File: config.mk
export PLATFORM = sky130hd
export DESIGN_NAME = keypad_entry_ctrl_flat
export DESIGN_NICKNAME = d
export VERILOG_FILES = /design/src/rtl/keypad_entry_if.sv /design/src/rtl/keypad_entry_ctrl.sv /design/src/flat_wrapper.sv
export SDC_FILE = /design/constraint.sdc
export NUM_CORES = 1
export LEC_CHECK = 0
export CAP_MARGIN = 30
export CORE_MARGIN = 8
export CORE_UTILIZATION = 54
export CTS_BUF_LIST = sky130_fd_sc_hd__clkbuf_16
export CTS_CLUSTER_DIAMETER = 200
export DETAILED_ROUTE_END_ITERATION = 10
export PLACE_DENSITY_LB_ADDON = 0.2
export SLEW_MARGIN = 20
export SYNTH_ARGS = -nofsm -noshare
export SYNTH_HDL_FRONTEND = slang
export SYNTH_SLANG_ARGS = --single-unit
File: constraint.sdc
create_clock -name clk -period 4.2 [get_ports clk]
set_clock_uncertainty 0.2 [all_clocks]
set_input_delay 0.42 -clock clk [delete_from_list [all_inputs] [get_ports clk]]
set_output_delay 0.42 -clock clk [all_outputs]
set_load 0.005 [all_outputs]
File: src/rtl/keypad_entry_if.sv
// Keypad entry bus: encoder-side key inputs, operator controls and entry/code outputs.
interface keypad_entry_if #(
    parameter int unsigned N_DIGITS = 4,
    parameter int unsigned CW       = 3
);
    logic [3:0]            d_in;
    logic                  loadn;
    logic                  clear;
    logic                  enter;
    logic                  enable;
    logic [4*N_DIGITS-1:0] digits;
    logic [CW-1:0]         digit_count;
    logic                  key_strobe;
    logic [4*N_DIGITS-1:0] code_out;
    logic                  code_valid;

    modport master (
        output d_in, loadn, clear, enter,
        input  enable, digits, digit_count, key_strobe, code_out, code_valid
    );

    modport slave (
        input  d_in, loadn, clear, enter,
        output enable, digits, digit_count, key_strobe, code_out, code_valid
    );
endinterface

File: src/rtl/keypad_entry_ctrl.sv
// Debounced keypad digit entry: one digit per press into a BCD shift buffer,
// published as a code word on enter; blocks the keypad while the buffer is full.
module keypad_entry_ctrl #(
    parameter int unsigned N_DIGITS  = 4,
    parameter int unsigned DB_CYCLES = 4,
    parameter int unsigned CW        = 3
) (
    input logic           clk,
    input logic           rst_n,
    keypad_entry_if.slave bus
);
    localparam int unsigned DW    = 4 * N_DIGITS;
    localparam int unsigned CNT_W = 8;
    localparam logic [CNT_W-1:0] DB_LAST = CNT_W'(DB_CYCLES);
    localparam logic [CW-1:0]    FULL    = CW'(N_DIGITS);

    typedef enum logic [1:0] {IDLE, PRESS_DB, HELD, REL_DB} state_t;

    state_t            state, state_n;
    logic [CNT_W-1:0]  cnt, cnt_n, cnt_inc_c;
    logic [3:0]        cand, cand_n;
    logic              accept_c;
    logic              key_ok_c;

    logic [DW-1:0]     digits_r, digits_n;
    logic [DW-1:0]     code_r, code_n;
    logic [CW-1:0]     count_r, count_n;
    logic              strobe_r, strobe_n;
    logic              valid_r, valid_n;
    logic              enable_r, enable_n;

    always_ff @(posedge clk) begin
        if (!rst_n) begin
            state    <= IDLE;
            cnt      <= '0;
            cand     <= '0;
            digits_r <= '0;
            code_r   <= '0;
            count_r  <= '0;
            strobe_r <= 1'b0;
            valid_r  <= 1'b0;
            enable_r <= 1'b0;
        end else begin
            state    <= state_n;
            cnt      <= cnt_n;
            cand     <= cand_n;
            digits_r <= digits_n;
            code_r   <= code_n;
            count_r  <= count_n;
            strobe_r <= strobe_n;
            valid_r  <= valid_n;
            enable_r <= enable_n;
        end
    end

    // Debounce FSM; a non-BCD code counts as a released key while debouncing a press.
    always_comb begin
        state_n   = state;
        cnt_n     = cnt;
        cand_n    = cand;
        accept_c  = 1'b0;
        cnt_inc_c = cnt + CNT_W'(1);
        key_ok_c  = !bus.loadn && (bus.d_in <= 4'd9);
        case (state)
            IDLE: begin
                if (!bus.loadn) begin
                    cand_n  = bus.d_in;
                    cnt_n   = CNT_W'(1);
                    state_n = PRESS_DB;
                end
            end
            PRESS_DB: begin
                if (!key_ok_c) begin
                    cnt_n   = '0;
                    state_n = IDLE;
                end else if (bus.d_in != cand) begin
                    cand_n = bus.d_in;
                    cnt_n  = CNT_W'(1);
                end else if (cnt_inc_c == DB_LAST) begin
                    accept_c = 1'b1;
                    cnt_n    = '0;
                    state_n  = HELD;
                end else begin
                    cnt_n = cnt_inc_c;
                end
            end
            HELD: begin
                if (bus.loadn) begin
                    cnt_n   = CNT_W'(1);
                    state_n = REL_DB;
                end
            end
            REL_DB: begin
                if (!bus.loadn) begin
                    cnt_n   = '0;
                    state_n = HELD;
                end else if (cnt_inc_c == DB_LAST) begin
                    cnt_n   = '0;
                    state_n = IDLE;
                end else begin
                    cnt_n = cnt_inc_c;
                end
            end
            default: begin
                cnt_n   = '0;
                state_n = IDLE;
            end
        endcase
    end

    // Buffer update: clear wins outright; enter empties first, then a same-cycle accept lands on top.
    always_comb begin
        digits_n = digits_r;
        count_n  = count_r;
        code_n   = code_r;
        strobe_n = 1'b0;
        valid_n  = 1'b0;
        enable_n = (count_r == FULL);
        if (bus.clear) begin
            digits_n = '0;
            count_n  = '0;
        end else begin
            if (bus.enter && (count_r != '0)) begin
                code_n   = digits_r;
                valid_n  = 1'b1;
                digits_n = '0;
                count_n  = '0;
            end
            if (accept_c && (count_n < FULL)) begin
                digits_n = {digits_n[DW-5:0], cand};
                count_n  = count_n + CW'(1);
                strobe_n = 1'b1;
            end
        end
    end

    assign bus.digits      = digits_r;
    assign bus.digit_count = count_r;
    assign bus.code_out    = code_r;
    assign bus.key_strobe  = strobe_r;
    assign bus.code_valid  = valid_r;
    assign bus.enable      = enable_r;
endmodule
File: src/flat_wrapper.sv
// flat-port wrapper written by rule: the top's interface ports become plain ports
module keypad_entry_ctrl_flat 
#(
    parameter int unsigned N_DIGITS  = 4,
    parameter int unsigned DB_CYCLES = 4,
    parameter int unsigned CW        = 3
)
  (clk, rst_n, bus_d_in, bus_loadn, bus_clear, bus_enter, bus_enable, bus_digits, bus_digit_count, bus_key_strobe, bus_code_out, bus_code_valid);
  keypad_entry_if #(.N_DIGITS(N_DIGITS), .CW(CW)) bus_i ();
  input logic clk;
  input logic rst_n;
  input wire logic [$bits(bus_i.d_in)-1:0] bus_d_in;
  input wire logic [$bits(bus_i.loadn)-1:0] bus_loadn;
  input wire logic [$bits(bus_i.clear)-1:0] bus_clear;
  input wire logic [$bits(bus_i.enter)-1:0] bus_enter;
  output wire logic [$bits(bus_i.enable)-1:0] bus_enable;
  output wire logic [$bits(bus_i.digits)-1:0] bus_digits;
  output wire logic [$bits(bus_i.digit_count)-1:0] bus_digit_count;
  output wire logic [$bits(bus_i.key_strobe)-1:0] bus_key_strobe;
  output wire logic [$bits(bus_i.code_out)-1:0] bus_code_out;
  output wire logic [$bits(bus_i.code_valid)-1:0] bus_code_valid;
  assign bus_i.d_in = bus_d_in;
  assign bus_i.loadn = bus_loadn;
  assign bus_i.clear = bus_clear;
  assign bus_i.enter = bus_enter;
  assign bus_enable = bus_i.enable;
  assign bus_digits = bus_i.digits;
  assign bus_digit_count = bus_i.digit_count;
  assign bus_key_strobe = bus_i.key_strobe;
  assign bus_code_out = bus_i.code_out;
  assign bus_code_valid = bus_i.code_valid;
  keypad_entry_ctrl #(.N_DIGITS(N_DIGITS), .DB_CYCLES(DB_CYCLES), .CW(CW)) u_core (.clk(clk), .rst_n(rst_n), .bus(bus_i));
endmodule
# Word-level counts from Yosys, hierarchy flattened
# Cells that the tools add are included.
# word_totals
reg_bits	52
inputBits	9
output_inout_bits	38
# classes
n_addsub	2
magnitude_cmp	2
eq_ne	13
n_mux	30
bitwise	2
n_reduce_logical	13
# op_table
operator	n
$mux 8	6
$mux 16	2
$pmux 8 s4	1
$mux 2	7
$mux 4	3
$mux 3	3
$add 8x1->8 const B	1
$eq 8x3->1 const B	1
$pmux 2 s4	1
$pmux 4 s2	1
$mux 1	6
$ne 3x3->1 const B	2
$reduce_and 5->1	1
$eq 2x2->1 const B	2
$le 4x4->1 const B	1
$ne 2x1->1 const B	2
$ne 2x2->1 const B	2
$ne 4x4->1	1
$reduce_and 2->1	2
$reduce_and 4->1	1
$reduce_bool 2->1	2
$add 3x1->3 const B	1
$eq 3x3->1 const B	1
$logic_and 1x1->1	3
8 further kinds	9

# Longest topological paths before layout
# Gate-level depths: netlist (run 1).
# depth
depth_word	8
ltp_mapped	8
depth_no_buf	6

# Worst setup path after synthesis (run 1)
# No wires, ideal clock.
# synth_path
path_kind	reg-to-reg
from	register u_core.cnt[5]
to	register u_core.digits_r[10] (netlist: u_core.bus.digits[10])
t_arrival_ns	2.124
required_time_ns	3.872
setup_slack_ns	1.749
path_stages_with_launch	8
synth_period_minus_slack_ns	2.451
cell_sequence	dfxtp_1 > or4_1 > or3_1 > buf_2 > nor4b_4 > buf_6 > mux2i_1 > nor2_1
# synth_via
elab_chain_len	8
# synth_rtl
item	line	rtl
from (decl)	keypad_entry_ctrl.sv:20	logic [CNT_W-1:0] cnt, cnt_n, cnt_inc_c;
from (signal assigned)	keypad_entry_ctrl.sv:45	cnt <= cnt_n;
$add 8x1->8	keypad_entry_ctrl.sv:62	cnt_inc_c = cnt + CNT_W'(1);
$eq 8x3->1	keypad_entry_ctrl.sv:79	end else if (cnt_inc_c == DB_LAST) begin
$mux 1	keypad_entry_ctrl.sv:79	
$mux 1	keypad_entry_ctrl.sv:76	end else if (bus.d_in != cand) begin
$mux 1	keypad_entry_ctrl.sv:73	if (!key_ok_c) begin
$mux 1	keypad_entry_ctrl.sv:64	case (state)
$logic_and 1x1->1	keypad_entry_ctrl.sv:129	if (accept_c && (count_n < FULL)) begin
$mux 16	keypad_entry_ctrl.sv:129	
to (signal assigned)	keypad_entry_ctrl.sv:47	digits_r <= digits_n;
to (decl)	keypad_entry_ctrl.sv:25	logic [DW-1:0] digits_r, digits_n;
# No other way between the ends.
# A chain may end at the register's enable or synchronous reset.

# Worst setup path after layout (run 1)
# layout_path
from	input bus_d_in[1]
to	register u_core.digits_r[11] (netlist: u_core.bus.digits[11])
# layout_via
elab_chain_len	6
word_cells_on_any_way	8
classes_between	order compare: 1; eq/ne: 1; mux: 4; reduce/logical: 2
# layout_rtl
item	line	rtl
from (decl)	flat_wrapper.sv:12	input wire logic [$bits(bus_i.d_in)-1:0] bus_d_in;
$le 4x4->1 / $ne 4x4->1 (equally long branches)	keypad_entry_ctrl.sv:63, keypad_entry_ctrl.sv:76	
$logic_and 1x1->1 / $mux 1 (equally long branches)	keypad_entry_ctrl.sv:63, keypad_entry_ctrl.sv:76	
$mux 1 *	keypad_entry_ctrl.sv:73	
$mux 1 *	keypad_entry_ctrl.sv:64	
$logic_and 1x1->1 *	keypad_entry_ctrl.sv:129	
$mux 16 *	keypad_entry_ctrl.sv:129	
# Mark *: on every way between the ends. The rest lies on a longest branch, timed or not.

==> results of run 1 <==
[power by group through the flow]
stage          registers, mW  logic (mW)  clock network (mW)
2_1_floorplan          0.512      0.0306                   0
3_3_place_gp           0.515      0.0443                   0
3_5_place_dp           0.515      0.0451                   0
4_1_cts                0.504      0.0456               0.391
5_1_grt                0.504      0.0510               0.412
6_report               0.504      0.0462               0.383
[routing by layer]
| layer | vias up | wire [µm] |
|---|---|---|
| li1 | 921 | - |
| met1 | 837 | 2340 |
| met2 | 51 | 2090 |
| met3 | 4 | 324 |
| met4 | 0 | 42 |
| met5 | - | 0 |
[critical path, stage by stage]
cell,delay [ps]
clkdlybuf4s50_1,450
o21ai_0,410
nand3_1,320
nor4b_4,650
buf_4,340
mux2i_1,210
nor2_1,50
[metrics by stage]
stage	setup slack, ps	utilization (%)	std cells
detailed placement	1150	67.6	333
finish	1300	71.2	341
global placement	1170	67.4	332
CTS	1340	71.2	341
global route	1130	71.2	341
floorplan	1750	-	246
[area by class of cell]
| type | count | area, µm² |
|---|---|---|
| Clock inverter | 3 | 15.0 |
| Fill cell | 323 | 1140 |
| Timing Repair Buffer | 49 | 483 |
| Multi-Input combinational cell | 180 | 1070 |
| Clock buffer | 5 | 125 |
| Inverter | 2 | 7.51 |
| Tap cell | 50 | 62.6 |
| Sequential cell | 52 | 1040 |
[logic make-up after synthesis]
kind of cell	count (synthesis)
buffers and inverters	14
and+or+nand+nor	115
AOI/OAI and AO/OA	37
muxes	17
DFF	52
xor gates and xnor gates	9
adders and majority gates	2
[layout by cell type (no fill, tap or decap), types with 2 or more instances in the layout]
cell             count
a21boi_0            17
a21oi_1              3
a22o_1               3
and2_1               4
buf_4                3
clkbuf_16            5
clkdlybuf4s50_1     46
dfxtp_1             52
ha_1                 2
inv_1                3
mux2i_1             17
nand2_1             57
nand2b_1             5
nand3_1             11
nand4_1              2
nor2_1              20
nor2b_1              5
nor3_1               5
o21ai_0              5
o221a_2              2
o22ai_1              3
xnor2_1              7
xor2_1               2
[path summary, 6_finish.rpt]
| check | start | end | slack, ps | depth (start not counted) |
|---|---|---|---|---|
| max | bus_d_in[1] | u_core.bus.digits[11] | 1300 | 7 |
| min | u_core.bus.code_out[8] | u_core.bus.code_out[8] | 260 | 2 |
| min reg2reg | u_core.bus.code_out[8] | u_core.bus.code_out[8] | 260 | 2 |
| max reg2reg | u_core.cnt[5] | u_core.bus.digits[11] | 1320 | 6 |
[sequential cells by signal, indices dropped and copies added (netlist names)]
signal / cells
u_core.bus.key_strobe: 1
u_core.cnt: 8
u_core.bus.code_valid: 1
u_core.bus.code_out: 16
u_core.bus.digit_count: 3
u_core.bus.enable: 1
u_core.cand: 4
u_core.bus.digits: 16
u_core.state: 2
==> results.py, run 1 <==
metrics = {
    "outcome": {
        "outcome": "finished, final reports clean",
    },
    "timing": {
        "setup_violations": 0,
        "hold_viol": 0,
        "maxSlewViolCount": 0,
        "max_freq_ghz": 0.345,
        "tightest_slew_ps": 768,
        "rsz0062_at_grt": "false",
        "hold-worst-slack_ps": 262,
        "fin_crit_sh_pct": 69.1,
        "tns_ps": 0,
        "min_period_ps": 2900,
        "slew-limit-headroom_pct": 48.4,
    },
    "detailed_routing": {
        "ant_nets": 0,
        "vias": 1813,
        "wirelength_um": 4790,
        "dr.pass1.iters": 4,
        "drt_iter0_markers": 112,
        "vias_per_cell": 5.32,
        "drcViolationCount": 0,
        "wl_per_cell_um": 14.1,
    },
    "floorplan": {
        "pin_count": 47,
        "row_count": 23,
        "start_util_pct": 55.3,
        "die_area_um2": 6330,
        "die_h_um": 79.6,
        "fp.dieW_um": 79.6,
        "coreArea_um2": 3940,
    },
    "global_route": {
        "track_usage_pct": 15.7,
        "grt_max_degree": 21,
        "first_global_vias": 1698,
        "grt_overflow": 0,
        "use_met2_pct": 24.1,
        "met3_usage_pct": 4.05,
        "grt_pass1_wl_um": 8090,
        "antenna_found_initial": 0,
        "busiest_layer": "met2",
        "met1_usage_pct": 20.8,
    },
    "power": {
        "p_sw_share_pct": 21.1,
        "power.internal_uw": 736,
        "irDropWorstVdd_v": 0.000286,
        "p_seq_share_pct": 54.0,
        "total_power_uw": 933,
        "power.share.combinational_pct": 5.0,
        "p_per_area_nw_per_um2": 332,
        "power_leakage_nw": 0.966,
        "clockPowerShare_pct": 41.0,
        "power_switching_uw": 197,
    },
    "clock_tree": {
        "cts-resized-gates": 0,
        "cts_tree": "yes",
        "postCtsHoldBufs": 0,
        "cts_buffer_depth": 2,
        "clk_latency_ps": 280,
        "numCtsBuffers": 5,
        "ctsHtreeMaxLevel": 2,
        "cts_setup_buffers": 0,
        "clock_sinks": 52,
        "clkTransAtPathRegs_ps": 60,
        "root_buffer": "clkbuf_16",
    },
    "logic_synthesis": {
        "synth_simple_gate_area_share_pct": 24.2,
        "syn_avg_cell_area_um2": 8.87,
        "synthMuxAreaShare_pct": 7.80,
        "synth_nets": 257,
        "synth_ff_type": "dfxtp_1",
        "yosys_warnings": 0,
        "ys_seq_elements": 52,
        "synth_top_family_by_area": "simple AND/OR/NAND/NOR gates",
        "synth_cell_type_count": 34,
        "synth_common_cells": "nand2_1 (57), dfxtp_1 (52), nor2_1 (20)",
        "async_flop_share_pct": 0,
        "synth-adder-area-share_pct": 1.15,
        "synthCells": 246,
        "synth_compound_area_share_pct": 12.4,
        "synth-xor-area-share_pct": 3.61,
        "syn_area_um2": 2180,
        "synth_edf_count": 0,
        "yosysSeqAreaShare_pct": 47.7,
        "yosysMostFrequentCell": "nand2_1",
        "yosysTopAreaCell": "dfxtp_1",
        "yosysTopAreaCellShare_pct": 47.7,
        "synth_area_leaders": "dfxtp_1 (48%), nand2_1 (9.8%), mux2i_1 (7.8%)",
    },
    "job": {
        "drv_cap": 0,
    },
    "cells_and_area": {
        "area_growth_syn_to_layout_pct": 28.6,
        "design_area_um2": 2810,
        "drive_above_1_share_pct": 4.81,
        "antenna_cells": 0,
        "fin_nets": 301,
    },
    "worst_setup_path": {
        "path_class": "input port to flip-flop",
        "path_max_fanout": 16,
        "critPathRequiredTime_ps": 4160,
        "critPathLaunchType": "input port",
        "crit_arrival_ps": 2860,
        "end_kind": "flip-flop",
    },
    "placement": {
        "portBuffers": 46,
        "gp_congestion": 0.794,
        "dpl_cell_area_um2": 2670,
        "dp_hpwl_um": 3480,
    },
    "worst_hold_path": {
        "hold_class": "flip-flop to flip-flop",
    },
}
Power figures use the tool's default switching activity.
==> run 2, diff against run 1 <==
Settings changed: CORE_UTILIZATION 54 to 45.
Clock period 4.2 ns to 2.4 ns, I/O delays scaled along.
==> run 2 against run 1 <==
Die area grew 16%; critical path type is now flip-flop to flip-flop; worst hold slack lost 2.5 ps; clock power grew 110%; power grew 91%; via count grew 2.3%; wire length grew 3.6%; global-route usage shrank 1.5 points; first-iteration DRC count shrank 4.5%.
==> results.py, run 2 (synthesis results as in run 1) <==
metrics = {
    "timing": {
        "maxSlewViolCount": 0,
        "hold-worst-slack_ps": 259,
        "tns_ps": 0,
        "rsz0062_at_grt": "true",
        "setup_violations": 0,
        "slew-limit-headroom_pct": 50.2,
        "tightest_slew_ps": 741,
        "hold_viol": 0,
        "fin_crit_sh_pct": 98.0,
        "min_period_ps": 2350,
        "max_freq_ghz": 0.425,
    },
    "global_route": {
        "track_usage_pct": 14.2,
        "grt_pass1_wl_um": 8510,
        "grt_overflow": 0,
        "grt_max_degree": 24,
        "first_global_vias": 1820,
        "antenna_found_initial": 0,
    },
    "floorplan": {
        "row_count": 25,
        "die_h_um": 85.6,
        "coreArea_um2": 4690,
        "start_util_pct": 46.5,
        "die_area_um2": 7330,
        "fp.dieW_um": 85.6,
        "pin_count": 47,
    },
    "placement": {
        "portBuffers": 46,
        "gp_congestion": 0.756,
        "dp_hpwl_um": 3590,
        "place_inst": 346,
    },
    "outcome": {
        "outcome": "finished, final reports clean",
    },
    "cells_and_area": {
        "fin_nets": 313,
        "area_growth_syn_to_layout_pct": 36.9,
        "multi_input_area_um2": 1080,
        "drive_above_1_share_pct": 9.90,
        "final_cell_mix": "nand2_1 (57), dfxtp_1 (51), clkdlybuf4s50_1 (46), nor2_1 (20)",
        "regArea_um2": 1040,
        "final_common_cell": "nand2_1",
        "finalNonFillerCells": 357,
        "antenna_cells": 0,
        "fill_cells": 407,
    },
    "worst_hold_path": {
        "hold_path_depth": 1,
        "hold_class": "flip-flop to flip-flop",
    },
    "worst_setup_path": {
        "max_stage_delay_ps": 530,
        "path_max_fanout": 6,
        "critPathLaunchType": "flip-flop",
        "path_class": "flip-flop to flip-flop",
        "critPathRequiredTime_ps": 2380,
        "cp_slowest_cell": "or4_4",
        "rr_worst_depth": 7,
        "end_kind": "flip-flop",
        "worstPathCellList": "or4_4 -> or3_4 -> nor4b_4 -> buf_4 -> clkbuf_16 -> mux2i_1 -> nor2_1",
        "crit_arrival_ps": 2330,
    },
    "detailed_routing": {
        "wl_per_cell_um": 13.9,
        "ant_nets": 0,
        "dr.pass1.iters": 4,
        "wirelength_um": 4970,
        "vias": 1855,
        "drcViolationCount": 0,
        "vias_per_cell": 5.20,
        "drt_iter0_markers": 107,
    },
    "clock_tree": {
        "numCtsBuffers": 5,
        "clkTransAtPathRegs_ps": 70,
        "cts_tree": "yes",
        "root_buffer": "clkbuf_16",
        "clock_sinks": 52,
        "postCtsHoldBufs": 0,
        "clk_latency_ps": 290,
        "cts_buffer_depth": 2,
        "ctsHtreeMaxLevel": 2,
    },
    "power": {
        "p_per_area_nw_per_um2": 597,
        "power_leakage_nw": 1.06,
        "irDropWorstVdd_v": 0.000314,
    },
    "job": {
        "drv_cap": 0,
    },
}
-- run 2: cell count changes in the layout (fill, tap and decap cells not counted), sizes merged --
cell / delta
clkinv: -1
clkinvlp: -1
buf: +10
clkbuf: +2
bufinv: +1
inv: +1
-- run 2: cell type report --
| class | instances | area share [%] |
|---|---|---|
| multi-input cells | 180 | 36.2 |
| repair buffers | 61 | 20.8 |
| clock inverters | 3 | 1.42 |
| clock buffers | 5 | 4.19 |
| well taps | 54 | 2.26 |
| flip-flops and latches | 52 | 34.9 |
| inverters | 2 | 0.251 |
-- run 2: timing repair --
action,4_1_cts,5_1_grt
buffers inserted,0,1
resized for setup,0,2
endpoints found under the setup margin,0,13
-- run 2: stage by stage --
step                      total power [mW]  utilization [%]  cell area [µm²]  setup slack, ps
final                                 1.78             63.6             2990             47.9
after floorplan                      0.949                -             2190            -49.4
after detailed placement             0.988             58.6             2750             39.1
after global placement               0.987             58.6             2750             66.5
after CTS                             1.79             62.2             2920             19.2
after global routing                  1.83             63.6             2990            -23.6
-- run 2: power breakdown --
group	leakage (nW)	internal (mW)	switching (mW)
logic	0.550	0.0450	0.0436
registers	0.420	0.870	0.00871
clock network	0.0856	0.492	0.323
total	1.06	1.41	0.375
-- run 2: worst paths after layout --
check	startpoint	endpoint	slack [ps]
worst min-delay path	u_core.bus.digit_count[0]	u_core.bus.enable	260
worst max-delay path	u_core.cnt[5]	u_core.bus.digit_count[1]	50
worst max register to register	u_core.cnt[5]	u_core.bus.digit_count[1]	50
worst min register to register	u_core.bus.digit_count[0]	u_core.bus.enable	260
-- run 2: routing by layer --
metal	track usage, %	routed length (µm)	vias to the layer above
li1	-	-	946
met4	4.46	68	0
met5	0	0	-
met1	16.9	2300	855
met2	22.8	2240	45
met3	5.64	362	9
-- run 2: worst max-delay path, delay by kind of cell, from the launching register on --
family	cells	cell delay (ps)
simple gates	4	1170
flops	1	340
buf+inv	2	350
mux	1	190
==> run 3, diff against run 2 <==
Settings changed: CORE_ASPECT_RATIO set to 1.4.
==> run 3 against run 2 <==
Wire length rose by 0.22%; register-to-register slack barely moved; combinational power rose by 0.8%; critical path type unchanged; clock power fell by 15%; worst hold slack barely moved; sequential share of layout area fell by 0.12 points; die area rose by 0.43%; cell area rose by 0.46%; worst setup slack got worse by 2.4 ps.
==> results.py, run 3 (synthesis results as in run 1) <==
metrics = {
    "clock_tree": {
        "ctsHtreeMaxLevel": 2,
        "root_buffer": "clkbuf_16",
        "clock_sinks": 52,
        "cts_tree": "yes",
        "cts_buffer_depth": 2,
        "postCtsHoldBufs": 0,
        "clk_latency_ps": 290,
        "clkTransAtPathRegs_ps": 70,
        "numCtsBuffers": 5,
    },
    "timing": {
        "maxSlewViolCount": 0,
        "setup_violations": 0,
        "rsz0062_at_grt": "true",
        "min_period_ps": 2350,
        "max_freq_ghz": 0.425,
        "tightest_slew_ps": 688,
        "slew-limit-headroom_pct": 53.8,
        "hold-worst-slack_ps": 259,
        "hold_viol": 0,
        "fin_crit_sh_pct": 98.1,
    },
    "worst_setup_path": {
        "r2r-start": "u_core.cnt[5]",
        "max_stage_delay_ps": 530,
        "critPathBufInv": 2,
        "r2r_slack_ps": 50,
        "end_kind": "flip-flop",
        "path_class": "flip-flop to flip-flop",
        "path_max_fanout": 11,
        "critPathTopFamily": "simple AND/OR/NAND/NOR gates",
        "rr_worst_depth": 7,
        "critPathLaunchType": "flip-flop",
        "worstPathCellList": "or4_4 -> or3_4 -> nor4b_4 -> buf_4 -> clkbuf_16 -> mux2i_1 -> nor2_1",
        "cp_slowest_cell": "or4_4",
        "crit_arrival_ps": 2320,
        "critPathRequiredTime_ps": 2370,
        "r2r_end": "u_core.bus.digits[10]",
    },
    "cells_and_area": {
        "finalNonFillerCells": 370,
        "multi_input_area_um2": 1080,
        "regArea_um2": 1040,
        "final_util_pct": 62.9,
        "area_growth_syn_to_layout_pct": 37.5,
        "antenna_cells": 0,
        "fill_cells": 431,
        "drive_above_1_share_pct": 11.1,
        "final_cell_mix": "nand2_1 (57), dfxtp_1 (50), clkdlybuf4s50_1 (46), nor2_1 (20)",
        "fin_nets": 316,
        "final_common_cell": "nand2_1",
    },
    "global_route": {
        "antenna_found_initial": 0,
        "grt_pass1_wl_um": 8050,
        "grt_overflow": 0,
        "track_usage_pct": 13.6,
        "first_global_vias": 1758,
        "grt_max_degree": 24,
    },
    "floorplan": {
        "fp.dieW_um": 74.8,
        "coreArea_um2": 4770,
        "die_h_um": 98.4,
        "row_count": 30,
        "start_util_pct": 45.7,
        "die_area_um2": 7360,
        "pin_count": 47,
    },
    "worst_hold_path": {
        "hold_class": "flip-flop to flip-flop",
        "holdCritStartpoint": "u_core.bus.code_out[14]",
        "whs_endpoint": "u_core.bus.code_out[14]",
        "hold_path_depth": 2,
    },
    "detailed_routing": {
        "ant_nets": 0,
        "dr.pass1.iters": 4,
        "wirelength_um": 4980,
        "top_layer_used": "met4",
        "wl_met1_um": 2090,
        "dr_wl_met2_um": 2500,
        "drt_iter0_markers": 77,
        "vias": 1846,
        "met3_length_um": 296,
        "wl_per_cell_um": 13.5,
        "vias_per_cell": 4.99,
        "drcViolationCount": 0,
    },
    "power": {
        "irDropWorstVdd_v": 0.000415,
        "p_per_area_nw_per_um2": 553,
        "power_leakage_nw": 1.06,
        "total_power_mw": 1.66,
    },
    "outcome": {
        "outcome": "finished, final reports clean",
    },
    "placement": {
        "gp_congestion": 0.807,
        "place_inst": 357,
        "dp_hpwl_um": 3650,
        "portBuffers": 46,
    },
    "job": {
        "drv_cap": 0,
    },
}
[run 3: stage by stage]
stage          cell area [µm²]  setup slack, ps  TNS (ps)
2_1_floorplan             2190            -49.4      -494
3_3_place_gp              2770             79.2         0
3_5_place_dp              2770             54.2         0
4_1_cts                   2920             49.1         0
5_1_grt                   3000            -75.9      -156
6_report                  3000             45.5         0
[run 3: layer usage]
metal,up-vias,GRT usage (%)
li1,944,-
met1,857,14.5
met2,37,23.9
met3,8,3.69
met4,0,5.61
met5,-,0
[run 3: final cells by class]
cell class              instances  area share [%]
flip-flops and latches         52            34.8
repair buffers                 64            21.4
multi-input cells             180            36.0
clock buffers                   5            4.17
well taps                      64            2.67
inverters                       2           0.250
clock inverters                 3           0.668
[run 3: report_power, final]
part / leakage [nW] / total [mW] / internal (mW) / switching [mW]
registers: 0.421 / 0.880 / 0.871 / 0.00932
logic: 0.567 / 0.0893 / 0.0449 / 0.0444
clock network: 0.0712 / 0.690 / 0.384 / 0.306
total: 1.06 / 1.66 / 1.30 / 0.360
[run 3: repair_timing]
action	4_1_cts	5_1_grt
resized for setup	0	3
endpoints found under the setup margin	0	12
setup buffers	0	3
[run 3: tightest hold or removal path, cell delays in order (launching register included)]
cell	delay (ps)
dfxtp_1	310
nand2_1	40
a21boi_0	60
[run 3: how the worst max path moves through the flow]
stage               slack, ps     startpoint                    end  cells after the start
finish                     50  u_core.cnt[5]  u_core.bus.digits[10]                      7
global route              -80  u_core.cnt[5]   u_core.bus.digits[5]                      7
CTS                        50  u_core.cnt[6]  u_core.bus.digits[12]                      6
detailed placement         50  u_core.cnt[6]  u_core.bus.digits[11]                      6
global placement           80  u_core.cnt[6]  u_core.bus.digits[12]                      6
floorplan                 -50  u_core.cnt[5]  u_core.bus.digits[10]                      7
